[config.mk]
export PLATFORM = sky130hd
export DESIGN_NAME = stop_watch_ctrl
export DESIGN_NICKNAME = d
export VERILOG_FILES = /design/src/rtl/stop_watch_pkg.sv /design/src/rtl/btn_debounce.sv /design/src/rtl/stop_watch_ctrl.sv
export SDC_FILE = /design/constraint.sdc
export NUM_CORES = 1
export LEC_CHECK = 0
export BUFFER_PORTS_ARGS = -buffer_cell sky130_fd_sc_hd__buf_2
export CORE_MARGIN = 2
export CORE_UTILIZATION = 55
export CTS_CLUSTER_SIZE = 14
export DETAILED_ROUTE_END_ITERATION = 8
export GPL_TIMING_DRIVEN = 0
export PLACE_DENSITY = 0.74
export SETUP_SLACK_MARGIN = 0.05
export SYNTH_ARGS = -nofsm -noshare
export SYNTH_HDL_FRONTEND = slang
export SYNTH_SLANG_ARGS = --single-unit
[constraint.sdc]
create_clock -name clk_i -period 2.5 [get_ports clk_i]
set_input_delay 0.125 -clock clk_i [delete_from_list [all_inputs] [get_ports clk_i]]
set_output_delay 0.125 -clock clk_i [all_outputs]
set_load 0.005 [all_outputs]
[src/rtl/stop_watch_pkg.sv]
// Shared types and constants for the stopwatch control front-end.
package stop_watch_pkg;

  localparam int unsigned BCD_W   = 4;
  localparam int unsigned BTN_SS  = 0;
  localparam int unsigned BTN_LAP = 1;
  localparam int unsigned BTN_CLR = 2;

  typedef enum logic [1:0] {
    StIdle,
    StRun,
    StPause,
    StLap
  } sw_state_e;

  function automatic logic is_counting(input sw_state_e st);
    return (st == StRun) || (st == StLap);
  endfunction

endpackage

[src/rtl/btn_debounce.sv]
// Button conditioner: 2-FF synchronizer, stability counter and a one-cycle press pulse
// on the rising edge of the debounced level.
module btn_debounce #(
  parameter int unsigned DB_CNT_W = 20
) (
  input  logic clk_i,
  input  logic rst_ni,
  input  logic btn_i,
  output logic press_o
);

  logic [1:0]          sync_q;
  logic [DB_CNT_W-1:0] cnt_q, cnt_d;
  logic                level_q, level_d;
  logic                level_prev_q;
  logic                press_q;

  always_comb begin
    cnt_d   = '0;
    level_d = level_q;
    if (sync_q[1] != level_q) begin
      if (&cnt_q) begin
        level_d = ~level_q;
      end else begin
        cnt_d = cnt_q + 1'b1;
      end
    end
  end

  always_ff @(posedge clk_i or negedge rst_ni) begin
    if (!rst_ni) begin
      sync_q       <= '0;
      cnt_q        <= '0;
      level_q      <= 1'b0;
      level_prev_q <= 1'b0;
      press_q      <= 1'b0;
    end else begin
      sync_q       <= {sync_q[0], btn_i};
      cnt_q        <= cnt_d;
      level_q      <= level_d;
      level_prev_q <= level_q;
      press_q      <= level_q & ~level_prev_q;
    end
  end

  assign press_o = press_q;

endmodule

[src/rtl/stop_watch_ctrl.sv]
// Stopwatch run control: conditions three buttons, drives counter go/clr and freezes
// the displayed value while in lap mode.
module stop_watch_ctrl
  import stop_watch_pkg::*;
#(
  parameter int unsigned DB_CNT_W = 20
) (
  input  logic             clk_i,
  input  logic             rst_ni,
  input  logic [2:0]       btn_i,
  input  logic [BCD_W-1:0] d2_i,
  input  logic [BCD_W-1:0] d1_i,
  input  logic [BCD_W-1:0] d0_i,
  output logic             go_o,
  output logic             clr_o,
  output logic [BCD_W-1:0] q2_o,
  output logic [BCD_W-1:0] q1_o,
  output logic [BCD_W-1:0] q0_o,
  output logic             lap_led_o
);

  logic [2:0] press;

  for (genvar i = 0; i < 3; i++) begin : g_btn
    btn_debounce #(
      .DB_CNT_W(DB_CNT_W)
    ) u_btn_debounce (
      .clk_i  (clk_i),
      .rst_ni (rst_ni),
      .btn_i  (btn_i[i]),
      .press_o(press[i])
    );
  end

  sw_state_e          state_q, state_d;
  logic               go_q, clr_q, lap_led_q;
  logic [3*BCD_W-1:0] lap_q;
  logic               lap_cap;

  // Clear outranks start/stop, which outranks lap; losers in the same cycle are dropped.
  always_comb begin
    state_d = state_q;
    lap_cap = 1'b0;
    if (press[BTN_CLR]) begin
      state_d = StIdle;
    end else if (press[BTN_SS]) begin
      unique case (state_q)
        StIdle:  state_d = StRun;
        StRun:   state_d = StPause;
        StLap:   state_d = StPause;
        StPause: state_d = StRun;
        default: state_d = StIdle;
      endcase
    end else if (press[BTN_LAP]) begin
      unique case (state_q)
        StRun: begin
          state_d = StLap;
          lap_cap = 1'b1;
        end
        StLap:   state_d = StRun;
        default: state_d = state_q;
      endcase
    end
  end

  // clr resets high so the counter, which has no reset, is cleared on the first edge.
  always_ff @(posedge clk_i or negedge rst_ni) begin
    if (!rst_ni) begin
      state_q   <= StIdle;
      go_q      <= 1'b0;
      clr_q     <= 1'b1;
      lap_led_q <= 1'b0;
      lap_q     <= '0;
    end else begin
      state_q   <= state_d;
      go_q      <= is_counting(state_d);
      clr_q     <= press[BTN_CLR];
      lap_led_q <= (state_d == StLap);
      if (lap_cap) begin
        lap_q <= {d2_i, d1_i, d0_i};
      end
    end
  end

  assign go_o      = go_q;
  assign clr_o     = clr_q;
  assign lap_led_o = lap_led_q;

  always_comb begin
    if (lap_led_q) begin
      {q2_o, q1_o, q0_o} = lap_q;
    end else begin
      {q2_o, q1_o, q0_o} = {d2_i, d1_i, d0_i};
    end
  end

endmodule

# After elaboration in Yosys (flattened, before gate mapping)
# Index checks and enable logic that the tools add are counted.
[classes]
addsub = 3
mul = 0
n_div = 0
n_lt_le_gt_ge = 0
n_eq_ne = 8
n_shift = 0
n_mux = 18
bitwise_logic = 9
reduce_logical = 10
[ops]
columns = ["operator", "n"]
rows = [
  ["$mux 20", 6],
  ["$reduce_and 21->1", 3],
  ["$add 20x1->20 const B", 3],
  ["$reduce_and 20->1", 3],
  ["$mux 4", 3],
  ["$pmux 2 s2", 2],
  ["$eq 2x2->1 const B", 3],
  ["$mux 2", 3],
  ["$not 1->1", 6],
  ["$eq 2x1->1 const B", 2],
  ["$mux 1", 4],
  ["$reduce_or 2->1", 2],
  ["$and 1x1->1", 3],
  ["$ne 1x1->1", 3],
  ["$logic_not 2->1", 1],
  ["$logic_or 1x1->1", 1],
]
[word_totals]
register_bits = 92
latchBits = 0
ram_bits = 0
rom_bits = 0
input_bits = 17
output_inout_bits = 15
elab_cells = 68
memories = 0

# Logic depth before layout (Yosys ltp)
[depth]
depth_word = 7
mapped_depth = 6
ltp_nobuf = 5

# Cells and area by module
# From an unflattened synthesis, not the netlist that was laid out.
[unflattened]
cells_unflattened = 391
hier_area_um2 = 4446.8
[by_module_without_submodules]
columns = ["module", "n_inst", "cells_per_inst", "area_each_um2", "seq_area_each_um2"]
rows = [
  ["btn_debounce", 3, 111, 1196.1, 625.6],
  ["stop_watch_ctrl", 1, 58, 858.3, 401.6],
]

# Least setup slack after synthesis
# OpenSTA, ideal clock, no wires.
[synth_path]
kind = "register -> register"
start = "reg state_q[1]"
end = "reg lap_q[10]"
setup_time_ps = 125
t_arrival_ps = 1779
t_required_ps = 2375
setup_slack_ps = 596
stages_incl_launch_ff = 6
n_path_buf = 1
synth_period_minus_slack_ps = 1904
cell_sequence = "dfrtp_1 -> inv_1 -> ha_1 -> nor4bb_1 -> clkbuf_1 -> mux2_2"
[synth_via]
elab_chain_len = 5
[synth_lines]
columns = ["element", "line_no", "text"]
rows = [
  ["from (decl)", "stop_watch_ctrl.sv:35", "sw_state_e state_q, state_d;"],
  ["from (signal assigned)", "stop_watch_ctrl.sv:69", "state_q <= StIdle;"],
  ["from (signal assigned)", "stop_watch_ctrl.sv:75", "state_q <= state_d;"],
  ["$eq 2x1->1", "stop_watch_ctrl.sv:55", "unique case (state_q)"],
  ["$mux 1", "stop_watch_ctrl.sv:55", ""],
  ["$mux 1", "stop_watch_ctrl.sv:54", "end else if (press[BTN_LAP]) begin"],
  ["$mux 1", "stop_watch_ctrl.sv:46", "end else if (press[BTN_SS]) begin"],
  ["$mux 1", "stop_watch_ctrl.sv:44", "if (press[BTN_CLR]) begin"],
  ["to (signal assigned)", "stop_watch_ctrl.sv:80", "lap_q <= {d2_i, d1_i, d0_i};"],
  ["to (decl)", "stop_watch_ctrl.sv:37", "logic [3*BCD_W-1:0] lap_q;"],
]
# No other way between the ends.
# A chain may end at the register's enable or synchronous reset.

# Worst setup path in the final report
[layout_path]
start = "reg state_q[1]"
end = "reg lap_q[2]"
# Same word-level chain as after synthesis.

==> impl_summary.txt <==
----------------------------------------------------
[Outcome]
  Result of the run ... finished clean

[Logic synthesis]
  Cell count after synthesis ... roughly 390
  Number of synthesis warnings ... 0
  Cell with the most instances after synthesis ... dfrtp_1
  Syn_nets ... approximately 420
  Number of flip-flops and latches in the synthesized netlist ... 91
  Most instantiated cells after synthesis ... dfrtp_1, nor2_1, mux2_2, xnor2_1, nand3_1
  Per-instance average area after synthesis ... approximately 11 um2
  Yosys cell types ... 42
  Async S/R FF share, synth ... 1.00
  Prevailing post-synth register cell ... dfrtp_1
  Dominant cell type by area after synthesis ... dfrtp_1
  Synthesized cell area ... between 4000 and 5000 um2
  Seq/Total Area, Yosys ... 0.537
  Cell types with the largest area share after synthesis ... dfrtp_1, mux2_2, xnor2_1
  Number of enable flip-flop cells after synthesis ... 0
  Area fraction of the dominant cell type after synthesis ... 0.531

[GRT]
  Vias in the first global route ... a little under 3000
  Pin count of the biggest net entering global routing ... between 50 and 60
  Grt ovf ... 0
  Initial antenna violation count ... 0
  Global Route Usage Sum ... 0.187
  Wire length of the first global-routing pass ... between 10000 and 15000 um

[Clock tree]
  Total number of H-tree levels ... 3
  Clock tree from TritonCTS ... yes
  Number of CTS-inserted buffers ... 9
  Bufs on Longest Clock Path ... 2
  Clock insertion delay at the later pin of the skew report ... approximately 0.36 ns
  Post_cts resized ... 0
  Post-CTS repair timing setup buffer count ... 0
  TritonCTS Sinks ... 91
  Clock root buffer master ... clkbuf_8
  Post-cts hold buffer count ... 13
  Clock input transition at the sequential cells of the worst setup and hold paths ... 0.10 ns

[Route]
  Via count ... roughly 3000
  Drt wl/cell ... between 10 and 15 um
  Per-cell via count in the routed design ... 5.36
  First-iteration detailed-routing DRC count ... 134
  Post-detailed-route count of antenna-violating nets ... 0
  Number of optimization iterations in the first detailed-route pass ... 5
  Post-detailed-routing wire length ... around 7300 um
  Post-detailed-route DRC marker count ... 0

[Worst setup path]
  Required @ worst endpoint ... 2.76 ns
  Internal reg-to-reg setup slack ... just under 0.3 ns
  Slowest library cell on the worst path ... nor4bb_1
  Crit. End Element ... flip-flop
  Critical path cell sequence ... inv_1 > ha_1 > nor4bb_1 > clkbuf_1 > mux2_2
  Reg-to-Reg Start ... state_q[1]
  Category of the most critical setup path ... reg2reg
  Type of element launching the critical path ... flip-flop
  Arrival time reported for the critical path endpoint ... roughly 2.5 ns
  Worst-path maximum fanout ... 10
  Crit path buffers/inverters ... 2
  Crit path largest cell delay ... around 0.55 ns
  Cell family with the largest share of critical-path delay ... buffers and inverters
  Crit Reg-Reg Endpoint ... lap_q[2]
  R2R depth ... 5

[Placement]
  Routability congestion estimate from global placement ... between 0.7 and 0.8
  Half-perimeter wire length of the detailed placement result ... approximately 4900 um
  Total of buffers placed on input and output ports ... 31

[STA]
  Setup tns final ... 0 ns
  Time the worst path needs with I/O delays and setup ... about 2.2 ns
  Setup violation total in the final timing report ... 0
  Maximum clock frequency ... about 450 MHz
  Maximum clock skew at final layout ... 0.0138 ns
  Final Max Tran Viols ... 0
  Worst hold slack after final layout ... 0.0117 ns
  Measured slew at the worst slew-check pin ... a little under 0.8 ns
  Final Hold Viols ... 0
  Unrepaired setup endpoints after global routing ... no
  Slew margin rel. ... 0.477
  Final critical-path share of the clock period ... 0.882

[Floorplan]
  Chip Width ... between 90 and 100 um
  Die Height ... just over 90 um
  Count of standard-cell rows ... 32
  IO Pins ... 32
  CORE AREA ... between 7000 and 8000 um2
  Starting density of the core ... 0.557
  Die area ... about 8400 um2

[Min path]
  HP Class ... in2reg
  Hold endpoint ... lap_q[2]
  Worst Min Path Start ... d0_i[2]
  Worst Hold Path Cells ... 2

[Pwr]
  Pwr Density ... 520 nW/um2
  Overall power ... approximately 2.5 mW
  Lkg Pwr ... approximately 2.1 nW
  Worst VDD drop ... 0.310 mV

[Cells and area]
  Net count, final ... 474
  Area growth from synthesis to layout ... 14.7%
  # diodes ... 0
  Fraction of final layout cells sized beyond drive strength 1 ... 0.189

[Job]
  # Max-Cap Violations ... 0

----------------------------------------------------
-- cell families after synthesis --
family | after synthesis | synth area share
AND/OR/NAND/NOR | 163 | 0.199
flip-flops | 91 | 0.537
AO/OA/AOI/OAI | 44 | 0.0661
XOR/XNOR | 40 | 0.0826
multiplexers | 28 | 0.0741
buffers and inverters | 21 | 0.0201
adder cells (fa/ha/maj) | 7 | 0.0207
-- per-stage QoR --
step | setup WS, ns | utilization | instances | instance area [um2]
finish | 0.295 | 0.639 | 557 | 4860
detailed placement | 0.285 | 0.598 | 528 | 4550
floorplan | 0.596 | - | 394 | 4240
CTS | 0.266 | 0.639 | 557 | 4860
global placement | 0.302 | 0.594 | 527 | 4520
global route | 0.0716 | 0.639 | 557 | 4860
-- state kept, by name (all words and copies together) (netlist names) --
signal,count
state_q,2
g_btn.u_btn_debounce.cnt_q,60
g_btn.u_btn_debounce.press_o,3
g_btn.u_btn_debounce.level_q,3
g_btn.u_btn_debounce.level_prev_q,3
clr_o,1
lap_led_o,1
lap_q,12
g_btn.u_btn_debounce.sync_q,6
-- worst max path at each step --
stage	startpoint	endpoint	slack [ns]	cells past startpoint
final	state_q[1]	lap_q[2]	0.30	5
after global routing	state_q[1]	lap_q[2]	0.07	5
after CTS	state_q[1]	lap_q[2]	0.27	5
after detailed placement	state_q[1]	lap_q[2]	0.29	5
after global placement	state_q[1]	lap_q[10]	0.30	5
after floorplan	state_q[1]	lap_q[10]	0.60	5
-- cell type report --
type / instances / area [um2]
Buffer: 10 / 43.8
Clock buffer: 9 / 124
Timing Repair Buffer: 45 / 315
Clock inverter: 7 / 55.1
Inverter: 11 / 41.3
Multi-Input combinational cell: 282 / 1880
Tap cell: 102 / 128
Sequential cell: 91 / 2280
Fill cell: 612 / 2750
-- layout by cell type, fill, tap and decap left out, drive strengths merged, types with 4 or more instances in the layout --
master and instances:
or4 5, clkinv 5, a21oi 16, xor2 15, o31ai 5, o21ai 13, mux2 27, nor2 50
nand2 21, nand3 24, clkbuf 14, or3 14, buf 37, dfrtp 90, nor4 8, nor3 11
nand4 12, inv 11, dlygate4sd3 13, and3 4, xnor2 25, ha 7
-- metal layers --
| metal | GRT usage | share of wire | vias to the layer above |
|---|---|---|---|
| met3 | 0.0312 | 0.024 | 12 |
| met5 | 0 | 0 | - |
| met2 | 0.304 | 0.48 | 35 |
| met4 | 0.0883 | 0.020 | 0 |
| met1 | 0.247 | 0.48 | 1447 |
| li1 | - | - | 1493 |
-- report_power, final --
group | internal, mW | leakage [nW] | total, mW | switching [mW]
Combinational | 0.0595 | 0.756 | 0.131 | 0.0714
Clock | 0.366 | 0.0854 | 0.894 | 0.528
Sequential | 1.49 | 1.25 | 1.50 | 0.0149
Total | 1.91 | 2.09 | 2.53 | 0.614
-- worst register-to-register path: stages (launching register included) --
cell	delay, ns
dfrtp_1	0.41
inv_1	0.10
ha_1	0.16
nor4bb_1	0.55
clkbuf_1	0.48
mux2_2	0.40
No activity file was read; power rests on OpenSTA's default activity.
